$ cat src/rtl/hazard_ctrl.sv
// Hazard/forwarding controller for a 5-stage RISC-V pipeline: operand forwarding,
// load-use stall FSM, memory-wait freeze, branch flush and saturating perf counters.
module hazard_ctrl #(
    parameter int REG_AW   = 5,
    parameter int LOAD_LAT = 1,
    parameter int CNT_W    = 16
) (
    input  logic              clk,
    input  logic              rst_n,
    input  logic [REG_AW-1:0] rs1_d,
    input  logic [REG_AW-1:0] rs2_d,
    input  logic [REG_AW-1:0] rs1_e,
    input  logic [REG_AW-1:0] rs2_e,
    input  logic [REG_AW-1:0] rd_e,
    input  logic              mem_read_e,
    input  logic [REG_AW-1:0] rd_m,
    input  logic              reg_write_m,
    input  logic [REG_AW-1:0] rd_w,
    input  logic              reg_write_w,
    input  logic              pc_src_e,
    input  logic              mem_busy,
    input  logic              cnt_clr,
    output logic [1:0]        fwd_a_e,
    output logic [1:0]        fwd_b_e,
    output logic              stall_f,
    output logic              stall_d,
    output logic              stall_e,
    output logic              stall_m,
    output logic              flush_d,
    output logic              flush_e,
    output logic [CNT_W-1:0]  lu_stall_cnt,
    output logic [CNT_W-1:0]  flush_cnt
);
    localparam int LW = $clog2(LOAD_LAT + 1);

    typedef enum logic {
        RUN      = 1'b0,
        LU_STALL = 1'b1
    } state_t;

    state_t           state_q, state_d;
    logic [LW-1:0]    lu_left_q, lu_left_d;
    logic [CNT_W-1:0] lu_cnt_q, fl_cnt_q;

    logic lu_hit;
    logic lu_inc, fl_inc;
    logic stall_f_c, stall_d_c, stall_e_c, stall_m_c, flush_d_c, flush_e_c;

    function automatic logic [1:0] fwd_sel(
        input logic [REG_AW-1:0] rs,
        input logic [REG_AW-1:0] rdm,
        input logic              wm,
        input logic [REG_AW-1:0] rdw,
        input logic              ww
    );
        if (wm && (rdm != '0) && (rdm == rs)) begin
            return 2'b01;
        end else if (ww && (rdw != '0) && (rdw == rs)) begin
            return 2'b10;
        end
        return 2'b00;
    endfunction

    assign fwd_a_e = fwd_sel(rs1_e, rd_m, reg_write_m, rd_w, reg_write_w);
    assign fwd_b_e = fwd_sel(rs2_e, rd_m, reg_write_m, rd_w, reg_write_w);

    assign lu_hit = mem_read_e && (rd_e != '0) && ((rd_e == rs1_d) || (rd_e == rs2_d));

    always_comb begin
        state_d   = state_q;
        lu_left_d = lu_left_q;
        lu_inc    = 1'b0;
        fl_inc    = 1'b0;
        stall_f_c = 1'b0;
        stall_d_c = 1'b0;
        stall_e_c = 1'b0;
        stall_m_c = 1'b0;
        flush_d_c = 1'b0;
        flush_e_c = 1'b0;
        if (mem_busy) begin
            stall_f_c = 1'b1;
            stall_d_c = 1'b1;
            stall_e_c = 1'b1;
            stall_m_c = 1'b1;
        end else if (pc_src_e) begin
            // A load-use hit on the wrong path is dropped along with the flushed instructions.
            flush_d_c = 1'b1;
            flush_e_c = 1'b1;
            fl_inc    = 1'b1;
            state_d   = RUN;
            lu_left_d = '0;
        end else begin
            case (state_q)
                RUN: begin
                    if (lu_hit) begin
                        stall_f_c = 1'b1;
                        stall_d_c = 1'b1;
                        flush_e_c = 1'b1;
                        lu_inc    = 1'b1;
                        if (LOAD_LAT > 1) begin
                            state_d   = LU_STALL;
                            lu_left_d = LW'(LOAD_LAT - 1);
                        end
                    end
                end
                LU_STALL: begin
                    stall_f_c = 1'b1;
                    stall_d_c = 1'b1;
                    flush_e_c = 1'b1;
                    lu_inc    = 1'b1;
                    lu_left_d = lu_left_q - LW'(1);
                    if (lu_left_q == LW'(1)) begin
                        state_d = RUN;
                    end
                end
                default: begin
                    state_d   = RUN;
                    lu_left_d = '0;
                end
            endcase
        end
    end

    always_ff @(posedge clk or negedge rst_n) begin
        if (!rst_n) begin
            state_q   <= RUN;
            lu_left_q <= '0;
        end else begin
            state_q   <= state_d;
            lu_left_q <= lu_left_d;
        end
    end

    // Clear wins over increment; increments stop at all-ones.
    always_ff @(posedge clk or negedge rst_n) begin
        if (!rst_n) begin
            lu_cnt_q <= '0;
            fl_cnt_q <= '0;
        end else if (cnt_clr) begin
            lu_cnt_q <= '0;
            fl_cnt_q <= '0;
        end else begin
            if (lu_inc && (lu_cnt_q != '1)) begin
                lu_cnt_q <= lu_cnt_q + CNT_W'(1);
            end
            if (fl_inc && (fl_cnt_q != '1)) begin
                fl_cnt_q <= fl_cnt_q + CNT_W'(1);
            end
        end
    end

    assign stall_f      = stall_f_c & rst_n;
    assign stall_d      = stall_d_c & rst_n;
    assign stall_e      = stall_e_c & rst_n;
    assign stall_m      = stall_m_c & rst_n;
    assign flush_d      = flush_d_c & rst_n;
    assign flush_e      = flush_e_c & rst_n;
    assign lu_stall_cnt = lu_cnt_q;
    assign flush_cnt    = fl_cnt_q;

endmodule

$ cat config.mk
export PLATFORM = sky130hd
export DESIGN_NAME = hazard_ctrl
export DESIGN_NICKNAME = d
export VERILOG_FILES = /design/src/rtl/hazard_ctrl.sv
export SDC_FILE = /design/constraint.sdc
export NUM_CORES = 1
export LEC_CHECK = 0
export ABC_AREA = 1
export BUFFER_PORTS_ARGS = -buffer_cell sky130_fd_sc_hd__buf_2
export CORE_ASPECT_RATIO = 1.2
export CORE_MARGIN = 4
export CORE_UTILIZATION = 55
export CTS_CLUSTER_DIAMETER = 50
export DETAILED_ROUTE_END_ITERATION = 10
export PLACE_DENSITY_LB_ADDON = 0.25
export SYNTH_ARGS = -nofsm -noshare
export SYNTH_HDL_FRONTEND = slang
export SYNTH_SLANG_ARGS = --single-unit
$ cat constraint.sdc
create_clock -name clk -period 4.8 [get_ports clk]
set_clock_uncertainty 0.1 [all_clocks]
set_input_delay 0.96 -clock clk [delete_from_list [all_inputs] [get_ports clk]]
set_output_delay 0.96 -clock clk [all_outputs]
set_load 0.1 [all_outputs]
==> results of run 1 <==
## layer usage
metal | vias to the layer above | track usage (%)
met5 | - | 0
met4 | 0 | 6.45
met3 | 11 | 4.60
met2 | 72 | 41.0
met1 | 1230 | 25.8
li1 | 1358 | -
## synth_stat cells
| cell | instances |
|---|---|
| a21o_1 | 1 |
| a21oi_1 | 8 |
| a21oi_4 | 2 |
| a31o_2 | 1 |
| a31oi_1 | 2 |
| buf_1 | 1 |
| buf_12 | 1 |
| buf_2 | 5 |
| buf_4 | 2 |
| clkbuf_1 | 1 |
| clkinv_1 | 1 |
| dfrtp_1 | 34 |
| ha_1 | 2 |
| inv_1 | 42 |
| inv_2 | 6 |
| nand2_1 | 82 |
| nand3_1 | 36 |
| nand3_2 | 3 |
| nand3_4 | 1 |
| nand4_1 | 22 |
| nand4_2 | 1 |
| nor2_1 | 41 |
| nor2_2 | 1 |
| nor2_4 | 1 |
| nor3_1 | 10 |
| nor4_1 | 2 |
| o21ai_0 | 14 |
| o21bai_1 | 1 |
| o22ai_1 | 1 |
| o31ai_1 | 1 |
| o41ai_1 | 2 |
| or2_2 | 2 |
| xnor2_1 | 13 |
| xor2_1 | 22 |
## area by class of cell
type / instances / area, sq um
Clock buffer: 6 / 82.6
Sequential cell: 34 / 851
Clock inverter: 2 / 12.5
Inverter: 49 / 184
Timing Repair Buffer: 85 / 428
Fill cell: 432 / 1430
Tap cell: 58 / 72.6
Multi-Input combinational cell: 272 / 1500
## placed cells by master, fill, tap and decap left out
cell        instances
buf_2              84
nand2_1            82
inv_1              42
nor2_1             41
nand3_1            36
dfrtp_1            34
xor2_1             22
nand4_1            22
o21ai_0            14
xnor2_1            13
nor3_1             10
a21oi_1             8
inv_2               6
clkbuf_8            6
nand3_2             3
or2_2               2
o41ai_1             2
nor4_4              2
a21oi_4             2
a31oi_1             2
ha_1                2
clkinv_1            1
o21bai_1            1
nor2_2              1
nand4_2             1
nor2_4              1
nand3_4             1
o31ai_1             1
a31o_2              1
o22ai_1             1
a21o_1              1
clkinvlp_4          1
clkinv_2            1
buf_4               1
## sequential cells by signal, indices dropped and copies added (netlist names)
signal and flops:
flush_cnt 16, lu_stall_cnt 16, lu_left_q 1, state_q 1
## worst paths after layout
kind | slack (ns) | end | startpoint | cells past startpoint
max | 0.92 | fwd_a_e[1] | rd_m[0] | 6
min reg2reg | 0.45 | lu_stall_cnt[15] | lu_stall_cnt[15] | 2
min | 0.45 | lu_stall_cnt[5] | rst_n | 1
max in group asynchronous | 3.55 | flush_cnt[11] | rst_n | 2
min in group clk | 0.45 | lu_stall_cnt[15] | lu_stall_cnt[15] | 2
max reg2reg | 2.60 | lu_stall_cnt[8] | lu_stall_cnt[0] | 9
## power groups by stage
stage	logic, W	registers, W	clock network [W]
finish	0.000149	0.000294	0.000228
floorplan	0.0000918	0.000310	0
CTS	0.000150	0.000294	0.000231
global placement	0.000146	0.000299	0
detailed placement	0.000150	0.000299	0
global route	0.000163	0.000294	0.000244
## stage by stage
stage / hold slack [ns] / instances
after detailed placement: 0.426 / 498
after floorplan: 0.405 / 365
final: 0.446 / 506
after global routing: 0.456 / 506
after global placement: 0.419 / 498
after CTS: 0.443 / 506
## kinds of logic after synthesis
family | after synthesis | share of synthesized area (%)
AO/OA/AOI/OAI | 33 | 8.16
flip-flops | 34 | 33.0
buffers and inverters | 59 | 9.76
AND/OR/NAND/NOR | 202 | 36.2
XOR/XNOR | 35 | 11.9
adder cells (fa/ha/maj) | 2 | 0.971
==> summary.md, run 1 <==
| Metric | Value |
|---|---|
| Syn avg cell area | 7.06 sq um |
| Pin count of the biggest net entering global routing | 47 |
| Status | finished, final reports clean |
| Core Util, Final | about 69% |
| Setup Crit Path Kind | in -> out |
| Design area | around 0.0031 sq mm |
| Iteration-0 DRC Markers | 164 |
| CP Launch Type | input port |
| Clk sinks | 34 |
| CTS clk-pin slew, worst paths | 0.08 ns |
| Final WL | roughly 6400 um |
| GPL Wtd Cong | a little over 0.8 |
| Met2 wire len | 3420 um |
| Yosys warning count | 0 |
| CP Max Fanout | 3 |
| Highest routed layer | met4 |
| Antenna diodes | 0 |
| Hold Path Class | in -> async |
| Netlist Area Pre-Place | 0.00258 sq mm |
| Seq pwr share | 43.8% |
| Met3 routed WL | 332 um |
| Post-CTS Repair Setup Buffers | 0 |
| I/O pins | 85 |
| Pins Over Slew Limit | 0 |
| Mapped Nets | 410 |
| DR vias/cell | 5.28 |
| Total power | 0.000671 W |
| Int Power | 0.000447 W |
| Total gr overflow | 0 |
| Tcrit/Tclk final | 80.9% |
| Post-cts gate resize count | 0 |
| Total GRT Usage | 22.4% |
| Vias in the first global route | about 2600 |
| Sequential-to-total area share from yosys stat | between 30% and 40% |
| Critical Path AT | 2.82 ns |
| Final setup fails | 0 |
| Pre-CTS setup slack | 0.921 ns |
| Max Cap Viol | 0 |
| Leakage | 1.73 nW |
| Hold-fix buffers, CTS | 0 |
| TNS Setup | 0 ns |
| Top cells by area, synth | dfrtp_1, nand2_1, xor2_1 |
| Count of different cell masters after synthesis | 34 |
| Metal1 wirelength | 2540 um |
| H-tree levels | 2 |
| HPWL after detailed placement | about 5000 um |
| Dpl cell area | roughly 0.0030 sq mm |
| Synth top area share | about a third |
| Die ar. | 0.00585 sq mm |
| Cell count after synthesis | roughly 370 |
| Tmin final | 3.88 ns |
| Share of post-route cells with drive strength above 1 | around a quarter |
| Hold Vio Cnt, Final | 0 |
| Root Driver | clkbuf_8 |
| Antenna Nets Post-Route | 0 |
| DRC violations left | 0 |
| Unrepaired setup endpoints after global routing | false |
| Worst Max-Slew Pin Slew | 1.06 ns |
| Cell taking the most area after synthesis | dfrtp_1 |
| Buf/Inv on CP | 2 |
| Core Area | 0.00456 sq mm |
| Num CTS Buffers | 5 |
| Largest delay contributor family on the critical path | compound AO/OA/AOI/OAI gates |
| Post-route setup slack | 0.915 ns |
| Synthesis-to-layout area growth | 21.7% |
| Fmax | 257 MHz |
| Sw frac | ~33% |
| CTS Buffer Depth | 2 |
| Required @ worst endpoint | 3.74 ns |
| Pre-antenna DRT Iters | 5 |
| Buffers on Ports | 84 |
| # rows | 27 |
| Pwr/cell area | 214 mW/mm^2 |
| Worst path cell trace | buf_2 -> or2_2 -> o41ai_1 -> nor4_4 -> nor2_1 -> buf_2 |
| Gate power share | 22.2% |
| CP max stage delay | 0.85 ns |
| Net count, final | 492 |
| Worst IR Drop VDD | 0.000134 V |
| Vias | 2671 |
| Setup crit end kind | primary output |
| Initial antenna violation count | 0 |
| Global-route wire length before repair | 11000 um |
| Crit path max-delay cell type | o41ai_1 |
| Die width | slightly above 70 um |
| #FFs+latches synth | 34 |
| Die height | 83.0 um |
| TritonCTS clock tree | done |
| Starting Density | 56.5% |
| Cell mode on critical path | buf_2 |
| Max_slew headroom | 28.7% |
| Later-pin clock latency in the skew report | 0.29 ns |
| DR WL/cell | 12.6 um |
| Clk pwr share | roughly 34% |
| Switching power | between 0.0002 and 0.00025 W |
No activity file was read; power rests on OpenSTA's default activity.
==> inputs of run 2 (changes only) <==
CORE_UTILIZATION = 51   (was 55)
clock period = 3.9 ns   (was 4.8 ns; I/O delays follow)
==> run 2 against run 1 <==
Compared with the run above:
- sequential share of layout area decreased by 0.19 points
- clock-buffer cell count unchanged
- global-route usage increased by 0.22 points
- largest cell class unchanged
- hold slack got worse by 0.073 ns
- setup slack got worse by 0.10 ns
- combinational power increased by 25%
- non-clock buffer count increased by 2
- flip-flop and latch count unchanged
==> summary.md, run 2 (synthesis results as in run 1) <==
| Metric | Value |
|---|---|
| Total gr overflow | 0 (unchanged) |
| Design area | 0.00316 sq mm (+0.72%) |
| Post-cts gate resize count | 0 (unchanged) |
| Iteration-0 DRC Markers | 158 (-3.7%) |
| CTS clk-pin slew, worst paths | 0.08 ns (about the same) |
| Critical Path AT | 2.21 ns (-0.61 ns) |
| Setup Crit Path Kind | in -> out |
| Unrepaired setup endpoints after global routing | false |
| DR WL/cell | 12.8 um (+1.4%) |
| TNS Setup | 0 ns (unchanged) |
| Post-CTS Repair Setup Buffers | 0 (unchanged) |
| HPWL after detailed placement | 5180 um (+3.9%) |
| Commonest non-fill, non-tap cell in the layout | buf_2 |
| Worst IR Drop VDD | 0.000140 V (+3.9%) |
| CTS Buffer Depth | 2 (unchanged) |
| CP Launch Type | input port |
| Most frequent cells in the layout | buf_2, nand2_1, inv_1 |
| Synthesis-to-layout area growth | 22.5% |
| Vias in the first global route | 2723 (+5.2%) |
| Dpl cell area | 0.00306 sq mm (+0.74%) |
| CP max stage delay | 0.42 ns (-0.43 ns) |
| GPL Wtd Cong | 0.888 (+7.1%) |
| Worst path cell trace | buf_2 -> or2_2 -> o41ai_1 -> buf_4 -> nor4_4 -> nor2_2 -> buf_2 |
| H-tree levels | 2 (unchanged) |
| Core Area | 0.00490 sq mm (+7.5%) |
| Status | finished, final reports clean |
| Num CTS Buffers | 5 (unchanged) |
| Hold Vio Cnt, Final | 0 (unchanged) |
| Setup crit end kind | primary output |
| Pre-antenna DRT Iters | 4 (-1) |
| Total GRT Usage | 22.6% (+0.22 points) |
| Max_slew headroom | 51.2% (+23 points) |
| Global-route wire length before repair | 11500 um (+5.3%) |
| DR vias/cell | 5.22 (-1.2%) |
| I/O pins | 85 (unchanged) |
| R2R depth | 9 (unchanged) |
| Area of the multi-input gates | 0.00151 sq mm (+0.33%) |
| Setup slack, reg-to-reg | 1.66 ns (-0.94 ns) |
| Buf/Inv on CP | 3 (+1) |
| Largest delay contributor family on the critical path | buffers and inverters |
| TritonCTS clock tree | done |
| Die height | 85.9 um (+3.5%) |
| FF-to-FF Start | lu_stall_cnt[0] |
| Vias | 2661 (-0.37%) |
| Fmax | between 300 and 400 MHz |
| Max Cap Viol | 0 (unchanged) |
| Reg area | 851 sq um (unchanged) |
| Buffers on Ports | 84 (unchanged) |
| Hold Path Class | in -> async |
| Final WL | 6540 um (+2.2%) |
| Leakage | 1.74 nW (+0.53%) |
| Later-pin clock latency in the skew report | 0.29 ns (about the same) |
| CP Max Fanout | 3 (unchanged) |
| Final setup fails | 0 (unchanged) |
| Tmin final | around 3.1 ns |
| Die width | 72.9 um (+3.4%) |
| DRC violations left | 0 (unchanged) |
| Cell mode on critical path | buf_2 |
| Initial antenna violation count | 0 (unchanged) |
| Die ar. | 0.00626 sq mm (+7.0%) |
| Worst reg2reg path endpoint | lu_stall_cnt[5] |
| Hold-fix buffers, CTS | 0 (unchanged) |
| # rows | 28 (+3.7%) |
| Starting Density | 52.5% (-4.0 points) |
| Net count, final | 494 (+0.41%) |
| Worst Max-Slew Pin Slew | 0.731 ns (-0.325 ns) |
| Fill cell count | 498 (+15%) |
| Required @ worst endpoint | 3.02 ns (-0.72 ns) |
| Crit path max-delay cell type | buf_2 |
| Pin count of the biggest net entering global routing | 47 (unchanged) |
| Share of post-route cells with drive strength above 1 | 26.0% (+0.78 points) |
| Antenna Nets Post-Route | 0 (unchanged) |
| Antenna diodes | 0 (unchanged) |
| Pins Over Slew Limit | 0 (unchanged) |
| Tcrit/Tclk final | 79.2% |
| Pwr/cell area | 261 mW/mm^2 (+22%) |
| Clk sinks | 34 (unchanged) |
| Root Driver | clkbuf_8 |
-- run 2: worst max path at each step --
stage	startpoint	endpoint	slack [ns]	depth (start not counted)
2_1_floorplan	rd_m[0]	fwd_a_e[1]	0.08	4
3_3_place_gp	rd_m[0]	fwd_a_e[1]	0.83	7
3_5_place_dp	rd_m[0]	fwd_a_e[1]	0.81	7
4_1_cts	rd_m[0]	fwd_a_e[1]	0.81	7
5_1_grt	rd_m[0]	fwd_a_e[1]	0.71	7
6_report	rd_m[0]	fwd_a_e[1]	0.81	7
-- run 2: where the power goes --
| part | internal [W] | switching [W] |
|---|---|---|
| Combinational | 0.0000529 | 0.000133 |
| Sequential | 0.000358 | 0.00000397 |
| Clock | 0.000142 | 0.000133 |
-- run 2: cell type report --
type | instances | share of cell area (%)
repair buffers | 87 | 14.0
clock buffers | 6 | 2.62
flip-flops and latches | 34 | 27.0
multi-input cells | 272 | 47.8
clock inverters | 2 | 0.396
well taps | 60 | 2.38
inverters | 49 | 5.83
-- run 2: worst reg2reg max path: stages, from the launching register on --
cell and delay, ns:
dfrtp_1 0.44, ha_1 0.25, nand2_1 0.13, nor2_2 0.09, nand4_2 0.10, nor2_4 0.05, a21oi_4 0.43, nand3_4 0.32
nand3_1 0.16, nand2_1 0.07
-- run 2: through the flow --
step / hold slack, ns / setup slack [ns] / util [%] / instances / total power, W
4_1_cts: 0.380 / 0.809 / 64.4 / 510 / 0.000833
2_1_floorplan: 0.384 / 0.0837 / - / 365 / 0.000495
6_report: 0.374 / 0.812 / 64.4 / 510 / 0.000823
3_5_place_dp: 0.438 / 0.809 / 62.4 / 502 / 0.000555
3_3_place_gp: 0.422 / 0.832 / 62.4 / 502 / 0.000550
5_1_grt: 0.412 / 0.711 / 64.4 / 510 / 0.000861
-- run 2: per-layer routing --
metal / GRT usage (%) / vias to the layer above / share of wire (%)
met5: 0 / - / 0
li1: - / 1360 / -
met4: 6.38 / 0 / 1.3
met2: 42.5 / 72 / 55
met1: 25.6 / 1219 / 39
met3: 3.75 / 10 / 5.0
==> inputs of run 3 (changes only) <==
clock period = 3.2 ns   (was 3.9 ns; I/O delays follow)
==> run 3 against run 2 <==
Compared with the run above:
- sequential share of layout area decreased by 0.63 points
- utilization rose by 1.5 points
- hold slack got worse by 0.28 ns
- combinational power rose by 26%
- largest cell class unchanged
- highest routed layer unchanged
==> summary.md, run 3 (synthesis results as in run 1) <==
| Metric | Value |
|---|---|
| Die width | 72.9 um (unchanged) |
| Status | finished, final reports clean |
| Pins Over Slew Limit | 0 (unchanged) |
| Cell mode on critical path | buf_2 |
| Worst path cell trace | buf_2 -> or2_2 -> o41ai_2 -> buf_4 -> nor4_4 -> nor2_4 -> buf_2 |
| Total gr overflow | 0 (unchanged) |
| CTS Buffer Depth | 2 (unchanged) |
| Starting Density | 52.5% (unchanged) |
| Synthesis-to-layout area growth | 25.4% |
| TNS Setup | 0 ns (unchanged) |
| CP max stage delay | 0.42 ns (about the same) |
| Total GRT Usage | 22.4% (-0.18 points) |
| H-tree levels | 2 (unchanged) |
| Setup Crit Path Kind | in -> out |
| Leakage | 1.76 nW (+1.6%) |
| Buffers on Ports | 84 (unchanged) |
| Fmax | 366 MHz |
| CTS clk-pin slew, worst paths | 0.07 ns (about the same) |
| Clk sinks | 34 (unchanged) |
| Post-CTS Repair Setup Buffers | 0 (unchanged) |
| Iteration-0 DRC Markers | 192 (+22%) |
| Share of post-route cells with drive strength above 1 | 26.4% (+0.44 points) |
| # rows | 28 (unchanged) |
| Hold Path Class | in -> async |
| Vias in the first global route | 2645 (-2.9%) |
| Pin count of the biggest net entering global routing | 39 (-17%) |
| HPWL after detailed placement | 4960 um (-4.3%) |
| Most frequent cells in the layout | buf_2, nand2_1, inv_1 |
| Tcrit/Tclk final | 85.5% |
| Die ar. | 0.00626 sq mm (unchanged) |
| Design area | 0.00323 sq mm (+2.4%) |
| Crit path max-delay cell type | buf_2 |
| Buf/Inv on CP | 3 (unchanged) |
| Global-route wire length before repair | 11400 um (-1.6%) |
| Net count, final | 495 (+0.20%) |
| Hold-fix buffers, CTS | 0 (unchanged) |
| Final setup fails | 0 (unchanged) |
| Initial antenna violation count | 0 (unchanged) |
| Largest delay contributor family on the critical path | buffers and inverters |
| DR WL/cell | 12.6 um (-1.9%) |
| DRC violations left | 0 (unchanged) |
| Root Driver | clkbuf_8 |
| Antenna Nets Post-Route | 0 (unchanged) |
| Critical Path AT | 1.99 ns (-0.22 ns) |
| Max Cap Viol | 0 (unchanged) |
| Setup crit end kind | primary output |
| Required @ worst endpoint | 2.46 ns (-0.56 ns) |
| Vias | 2693 (+1.2%) |
| Dpl cell area | 0.00312 sq mm (+1.9%) |
| FF-to-FF Start | lu_stall_cnt[0] |
| Pwr/cell area | 336 mW/mm^2 (+29%) |
| DR vias/cell | 5.28 (+1.2%) |
| Unrepaired setup endpoints after global routing | false |
| Core Area | 0.00490 sq mm (unchanged) |
| GPL Wtd Cong | 0.848 (-4.5%) |
| Worst Setup SP | rd_m[0] |
| Commonest non-fill, non-tap cell in the layout | buf_2 |
| Post-cts gate resize count | 0 (unchanged) |
| Hold Vio Cnt, Final | 0 (unchanged) |
| Worst IR Drop VDD | 0.000287 V (+110%) |
| CP Max Fanout | 3 (unchanged) |
| Max_slew headroom | 67.3% (+16 points) |
| TritonCTS clock tree | done |
| Later-pin clock latency in the skew report | 0.29 ns (about the same) |
| Antenna diodes | 0 (unchanged) |
| I/O pins | 85 (unchanged) |
| Final WL | 6410 um (-1.9%) |
| CP Launch Type | input port |
| Num CTS Buffers | 5 (unchanged) |
| Die height | 85.9 um (unchanged) |
| Pre-antenna DRT Iters | 4 (unchanged) |
| Tmin final | 2.73 ns |
| Worst Max-Slew Pin Slew | 0.490 ns (-0.242 ns) |
[run 3: report_power, final]
group / internal, W / switching [W] / leakage, nW / total [W]
sequential: 0.000436 / 0.00000486 / 0.472 / 0.000441
combinational: 0.0000724 / 0.000162 / 1.23 / 0.000235
clock: 0.000249 / 0.000161 / 0.0573 / 0.000410
[run 3: through the flow]
stage                     util [%]  instances  hold slack [ns]  setup WS (ns)  total power [W]
after floorplan                  -        365            0.244         0.0781         0.000605
after global placement        63.6        503            0.417          0.470         0.000681
after detailed placement      63.6        503            0.420          0.453         0.000686
after CTS                     65.9        510            0.103          0.453          0.00109
after global routing          65.9        510            0.102          0.381          0.00114
final                         65.9        510           0.0979          0.465          0.00109
[run 3: layout make-up]
cell class	count	area (sq um)
clock buffer	6	82.6
clock inverter	1	30.0
fill	456	1670
inverter	49	184
multi-input combinational	272	1530
sequential	34	851
tap	60	75.1
timing repair buffer	88	480
[run 3: path summary, 6_finish.rpt]
check / slack [ns] / depth (start not counted) / end
worst max register to register: 1.01 / 9 / lu_stall_cnt[8]
worst max-delay path: 0.47 / 7 / fwd_a_e[1]
worst min-delay path: 0.1 / 1 / lu_stall_cnt[12]
min in group clk: 0.44 / 2 / lu_stall_cnt[15]
max in group asynchronous: 2.29 / 2 / lu_stall_cnt[1]
worst min register to register: 0.44 / 2 / lu_stall_cnt[15]
[run 3: per-layer routing]
layer / GRT usage (%) / part of all wire [%] / vias to the layer above
met5: 0 / 0 / -
met4: 6.71 / 1.7 / 0
met3: 4.92 / 6.8 / 14
met2: 38.6 / 50 / 72
met1: 27.8 / 41 / 1236
li1: - / - / 1371
